**src/rtl/seq_alu_if.sv**
```systemverilog
// Request/result bundle between the register-file read side and the sequential ALU.
// The master drives the request; the slave returns registered results and status.
interface seq_alu_if #(
  parameter int W   = 8,
  parameter int SHW = $clog2(W)
);
  logic         Start;
  logic [3:0]   OP;
  logic [W-1:0] InputA;
  logic [W-1:0] InputB;
  logic         SC_in;
  logic [W-1:0] Out;
  logic [W-1:0] OutHi;
  logic         SC_out;
  logic         Zero;
  logic         Parity;
  logic         Odd;
  logic         Err;
  logic         Busy;
  logic         Done;

  modport master (
    output Start, OP, InputA, InputB, SC_in,
    input  Out, OutHi, SC_out, Zero, Parity, Odd, Err, Busy, Done
  );

  modport slave (
    input  Start, OP, InputA, InputB, SC_in,
    output Out, OutHi, SC_out, Zero, Parity, Odd, Err, Busy, Done
  );
endinterface

```
**src/rtl/seq_alu.sv**
```systemverilog
// Multi-cycle ALU: single-step logic/arithmetic, bit-serial shifts and a shift-add
// multiplier, with a start/busy/done handshake and results held between commits.
module seq_alu #(
  parameter int W   = 8,
  parameter int SHW = $clog2(W)
) (
  input  logic     Clk,
  input  logic     Reset,
  seq_alu_if.slave bus
);
  localparam int CW = $clog2(W + 1);

  localparam logic [3:0] OP_ADD = 4'd0;
  localparam logic [3:0] OP_SUB = 4'd1;
  localparam logic [3:0] OP_AND = 4'd2;
  localparam logic [3:0] OP_OR  = 4'd3;
  localparam logic [3:0] OP_XOR = 4'd4;
  localparam logic [3:0] OP_LSH = 4'd5;
  localparam logic [3:0] OP_RSH = 4'd6;
  localparam logic [3:0] OP_MUL = 4'd7;
  localparam logic [3:0] OP_CLR = 4'd8;

  typedef enum logic [1:0] {IDLE, RUN, DONE} state_t;

  state_t        state_reg;
  logic [CW-1:0] cnt_reg;
  logic [3:0]    op_reg;
  logic [W-1:0]  a_reg, b_reg, hi_reg;
  logic          fill_reg, shout_reg, noshift_reg;
  logic [W-1:0]  out_reg, outhi_reg;
  logic          sc_out_reg, err_reg, busy_reg, done_reg;

  logic [W-1:0]  a_step, b_step, hi_step;
  logic          shout_step;
  logic [W:0]    add_sum, sub_sum, mul_sum;
  logic [W-1:0]  res_lo, res_hi;
  logic          res_sc, res_err;
  logic [SHW-1:0] shamt;
  logic [CW-1:0] load_cnt;

  // Count loaded on accept: shifts take one cycle per bit, MUL one per multiplier bit.
  always_comb begin
    shamt = bus.InputB[SHW-1:0];
    case (bus.OP)
      OP_LSH, OP_RSH: load_cnt = (shamt == '0) ? CW'(1) : CW'(shamt);
      OP_MUL:         load_cnt = CW'(W);
      default:        load_cnt = CW'(1);
    endcase
  end

  // One RUN step, plus the result that would be committed if this is the last step.
  always_comb begin
    a_step     = a_reg;
    b_step     = b_reg;
    hi_step    = hi_reg;
    shout_step = shout_reg;
    add_sum    = {1'b0, a_reg} + {1'b0, b_reg} + {{W{1'b0}}, fill_reg};
    sub_sum    = {1'b0, a_reg} + {1'b0, ~b_reg} + {{W{1'b0}}, 1'b1};
    mul_sum    = {1'b0, hi_reg} + (b_reg[0] ? {1'b0, a_reg} : {(W+1){1'b0}});
    res_lo     = '0;
    res_hi     = '0;
    res_sc     = 1'b0;
    res_err    = 1'b0;
    case (op_reg)
      OP_ADD: {res_sc, res_lo} = add_sum;
      OP_SUB: {res_sc, res_lo} = sub_sum;
      OP_AND: res_lo = a_reg & b_reg;
      OP_OR:  res_lo = a_reg | b_reg;
      OP_XOR: res_lo = a_reg ^ b_reg;
      OP_LSH: begin
        if (!noshift_reg) begin
          shout_step = a_reg[W-1];
          a_step     = {a_reg[W-2:0], fill_reg};
        end
        res_lo = a_step;
        res_sc = shout_step;
      end
      OP_RSH: begin
        if (!noshift_reg) begin
          shout_step = a_reg[0];
          a_step     = {fill_reg, a_reg[W-1:1]};
        end
        res_lo = a_step;
        res_sc = shout_step;
      end
      // Product accumulates in {hi, b}; multiplier bits retire out of b's LSB.
      OP_MUL: begin
        hi_step = mul_sum[W:1];
        b_step  = {mul_sum[0], b_reg[W-1:1]};
        res_lo  = b_step;
        res_hi  = hi_step;
      end
      OP_CLR:  ;
      default: res_err = 1'b1;
    endcase
  end

  always_ff @(posedge Clk or negedge Reset) begin
    if (!Reset) begin
      state_reg   <= IDLE;
      cnt_reg     <= '0;
      op_reg      <= '0;
      a_reg       <= '0;
      b_reg       <= '0;
      hi_reg      <= '0;
      fill_reg    <= 1'b0;
      shout_reg   <= 1'b0;
      noshift_reg <= 1'b0;
      out_reg     <= '0;
      outhi_reg   <= '0;
      sc_out_reg  <= 1'b0;
      err_reg     <= 1'b0;
      busy_reg    <= 1'b0;
      done_reg    <= 1'b0;
    end else begin
      done_reg <= 1'b0;
      case (state_reg)
        RUN: begin
          a_reg     <= a_step;
          b_reg     <= b_step;
          hi_reg    <= hi_step;
          shout_reg <= shout_step;
          cnt_reg   <= cnt_reg - CW'(1);
          if (cnt_reg == CW'(1)) begin
            out_reg    <= res_lo;
            outhi_reg  <= res_hi;
            sc_out_reg <= res_sc;
            err_reg    <= res_err;
            busy_reg   <= 1'b0;
            done_reg   <= 1'b1;
            state_reg  <= DONE;
          end
        end
        default: begin
          if (bus.Start) begin
            op_reg      <= bus.OP;
            a_reg       <= bus.InputA;
            b_reg       <= bus.InputB;
            hi_reg      <= '0;
            fill_reg    <= bus.SC_in;
            shout_reg   <= 1'b0;
            noshift_reg <= (shamt == '0);
            cnt_reg     <= load_cnt;
            busy_reg    <= 1'b1;
            state_reg   <= RUN;
          end else begin
            busy_reg  <= 1'b0;
            state_reg <= IDLE;
          end
        end
      endcase
    end
  end

  assign bus.Out    = out_reg;
  assign bus.OutHi  = outhi_reg;
  assign bus.SC_out = sc_out_reg;
  assign bus.Err    = err_reg;
  assign bus.Busy   = busy_reg;
  assign bus.Done   = done_reg;
  assign bus.Zero   = ~|out_reg;
  assign bus.Parity = ^out_reg;
  assign bus.Odd    = out_reg[0];
endmodule

```
**src/flat_wrapper.sv**
```systemverilog
// flat-port wrapper written by rule: the top's interface ports become plain ports
module seq_alu_flat 
#(
  parameter int W   = 8,
  parameter int SHW = $clog2(W)
)
  (Clk, Reset, bus_Start, bus_OP, bus_InputA, bus_InputB, bus_SC_in, bus_Out, bus_OutHi, bus_SC_out, bus_Zero, bus_Parity, bus_Odd, bus_Err, bus_Busy, bus_Done);
  seq_alu_if #(.W(W), .SHW(SHW)) bus_i ();
  input  logic Clk;
  input  logic Reset;
  input wire logic [$bits(bus_i.Start)-1:0] bus_Start;
  input wire logic [$bits(bus_i.OP)-1:0] bus_OP;
  input wire logic [$bits(bus_i.InputA)-1:0] bus_InputA;
  input wire logic [$bits(bus_i.InputB)-1:0] bus_InputB;
  input wire logic [$bits(bus_i.SC_in)-1:0] bus_SC_in;
  output wire logic [$bits(bus_i.Out)-1:0] bus_Out;
  output wire logic [$bits(bus_i.OutHi)-1:0] bus_OutHi;
  output wire logic [$bits(bus_i.SC_out)-1:0] bus_SC_out;
  output wire logic [$bits(bus_i.Zero)-1:0] bus_Zero;
  output wire logic [$bits(bus_i.Parity)-1:0] bus_Parity;
  output wire logic [$bits(bus_i.Odd)-1:0] bus_Odd;
  output wire logic [$bits(bus_i.Err)-1:0] bus_Err;
  output wire logic [$bits(bus_i.Busy)-1:0] bus_Busy;
  output wire logic [$bits(bus_i.Done)-1:0] bus_Done;
  assign bus_i.Start = bus_Start;
  assign bus_i.OP = bus_OP;
  assign bus_i.InputA = bus_InputA;
  assign bus_i.InputB = bus_InputB;
  assign bus_i.SC_in = bus_SC_in;
  assign bus_Out = bus_i.Out;
  assign bus_OutHi = bus_i.OutHi;
  assign bus_SC_out = bus_i.SC_out;
  assign bus_Zero = bus_i.Zero;
  assign bus_Parity = bus_i.Parity;
  assign bus_Odd = bus_i.Odd;
  assign bus_Err = bus_i.Err;
  assign bus_Busy = bus_i.Busy;
  assign bus_Done = bus_i.Done;
  seq_alu #(.W(W), .SHW(SHW)) u_core (.Clk(Clk), .Reset(Reset), .bus(bus_i));
endmodule
```
**config.mk**
```make
export PLATFORM = sky130hd
export DESIGN_NAME = seq_alu_flat
export DESIGN_NICKNAME = d
export VERILOG_FILES = /design/src/rtl/seq_alu_if.sv /design/src/rtl/seq_alu.sv /design/src/flat_wrapper.sv
export SDC_FILE = /design/constraint.sdc
export NUM_CORES = 1
export LEC_CHECK = 0
export CAP_MARGIN = 20
export CORE_UTILIZATION = 42
export CTS_CLUSTER_DIAMETER = 150
export CTS_CLUSTER_SIZE = 24
export DETAILED_ROUTE_END_ITERATION = 8
export PLACE_DENSITY = 0.71
export SLEW_MARGIN = 10
export SYNTH_ARGS = -nofsm -noshare
export SYNTH_HDL_FRONTEND = slang
export SYNTH_SLANG_ARGS = --single-unit
export TNS_END_PERCENT = 100
```
**constraint.sdc**
```tcl
create_clock -name Clk -period 2.9 [get_ports Clk]
set_input_delay 0.725 -clock Clk [delete_from_list [all_inputs] [get_ports Clk]]
set_output_delay 0.725 -clock Clk [all_outputs]
set_load 0.02 [all_outputs]
```
==> metrics.yaml <==
final_area_um2: 5390
synth_area_um2: 4647
ys.flop_type: "dfrtp_1"
cts_buffers: 5
yosysUniqueCellTypes: 80
post-synth-top-count-cell: "dfrtp_1"
routed_wl_mm: 13.60
via_per_inst: 5.890
clk_pin_slew_ps: 110
critPathMaxFanout: 3
drtAntennaViolNets: 0
worstPathArrival_ps: 2020
final.setup.tns_ps: 0
area_growth_pct: 15.99
dieArea_um2: 11490
initial_utilization_pct: 43.06
grt_max_degree: 57
cp_slowest_cell: "clkdlybuf4s50_1"
setup_viol: 0
finClkSkew_ps: 12.73
synth-edff-count: 0
yosysTopAreaCell: "dfrtp_1"
core_area_um2: 10790
grt_pass1_wl_mm: 22.34
ir_drop_v: 0.0009664
yosysSeqAreaShare_pct: 30.16
grt_overflow: 0
synth_seq_cells: 56
slowest_delay_ps: 610
dp_slack_ps: 497.4
rows: 38
clockBufferDepth: 2
syn_area_per_cell_um2: 8.418
first_pass_iters: 5
synth_cells: 552
period_minus_slack_ps: 2745
path_cells: "inv_1, ha_1, xor2_1, xnor2_1, clkdlybuf4s50_1"
drcViolationCount: 0
drv_slew: 0
cts_resized: 0
crit_path_start_kind: "register"
crit_buf_inv: 2
hpwl_mm: 10.37
cts_tree: "built"
drive_gt1_share_pct: 9.532
end_kind: "output pin"
num-nets-final: 665
rsz0062_at_grt: "no"
chipWidth_um: 107.2
h-tree-depth: 2
hold_violations: 0
wire_per_inst_um: 18.42
fmax_mhz: 364.3
synth_top_area_share_pct: 30.16
cts_sinks: 56
synthTopCellsByArea: "dfrtp_1, ha_1, nand2_1"
clock-root-buffer: "clkbuf_8"
whs_ps: 497.6
fin_crit_sh_pct: 94.65
layout_setup_ws_ps: 155.2
gp_congestion: 0.9643
routed-via-count: 4347
status: "completed"
holdBufCountCts: 0
cap_violations: 0
crit_type: "reg -> out"
synthTopCellsByCount: "dfrtp_1, nand2_1, nor2_1"
drt_iter0_drc: 426
synth_nets: 620
power_density_nw_per_um2: 1230
die_y_um: 107.2
p_leak_nw: 2.318
required_ps: 2170
grt_pass1_vias: 4337
final_cells: 738
power.total_mw: 6.631
crit_family: "buffers and inverters"
slew_headroom_pct: 52.20
diodes: 0
hp-class: "reg -> reg"
clk_latency_ps: 320
tightest_slew_ps: 717.0
ios: 47
final_core_util_pct: 49.94
synthArstFlopShare_pct: 100.0
dp_cells: 730
grt_usage_pct: 25.03
io_buffers: 46
post_cts_buffers: 0
placed_cell_area_um2: 5298
antenna_found_initial: 0
yosys_warnings: 0
layout make-up:
cell class	count	area [um2]
Fill cell	1013	5403
Inverter	44	165.2
Clock inverter	3	23.77
Clock buffer	5	68.82
Timing Repair Buffer	72	650.6
Multi-Input combinational cell	418	2905
Sequential cell	56	1401
Tap cell	140	175.2
metal layers:
layer	share of wire, %	global-route usage (%)	vias up
li1	-	-	2054
met1	43	33.32	2024
met2	44	38.94	221
met3	8.9	5.350	48
met4	4.1	11.06	0
met5	0	0	-
path summary, 6_finish.rpt:
path / start / to / slack (ps) / cells after the start
max in group asynchronous: Reset / u_core.bus.Out[5] / 1890 / 2
setup / recovery: u_core.bus.Out[0] / bus_Parity / 160 / 5
setup reg to reg: u_core.a_reg[7] / u_core.bus.SC_out / 480 / 7
hold reg to reg: u_core.bus.OutHi[3] / u_core.bus.OutHi[3] / 500 / 2
min in group asynchronous: Reset / u_core.state_reg[1] / 530 / 2
hold / removal: u_core.bus.OutHi[3] / u_core.bus.OutHi[3] / 500 / 2
worst reg2reg max path: cells and delay by family, from the launching register on:
family,cells,cell delay (ps)
buffers and inverters,2,330
adders and majority gates,1,490
DFF,1,550
AOI/OAI and AO/OA,4,930
cell families after synthesis:
family,Yosys count,synth area share (%)
compound gates,164,24.10
fa+ha+maj,44,12.49
xor+xnor,16,3.016
flops,56,30.16
simple gates,174,18.47
buf+inv,78,7.324
mux,20,4.442
report_power, final:
part / switching (mW) / total, mW / leakage (nW) / internal, mW
Combinational: 2.75 / 4.71 / 1.57 / 1.95
Clock: 0.278 / 0.450 / 0.0404 / 0.172
Sequential: 0.384 / 1.47 / 0.706 / 1.09
layout by cell type (no fill, tap or decap), types with 8 or more instances in the layout:
cell,netlist,final
nor2b_1,10,10
nand3_1,12,12
clkdlybuf4s50_1,0,45
dfrtp_1,56,56
a31oi_1,9,9
nor2_1,48,48
nand2_1,53,53
mux2i_1,15,15
ha_1,40,40
nor3_1,14,14
buf_4,4,26
inv_1,42,42
a21oi_1,39,39
xor2_1,8,8
xnor2_1,8,8
o21ai_1,19,19
o21ai_0,19,19
Note: power is estimated with default switching activity, not from simulation.
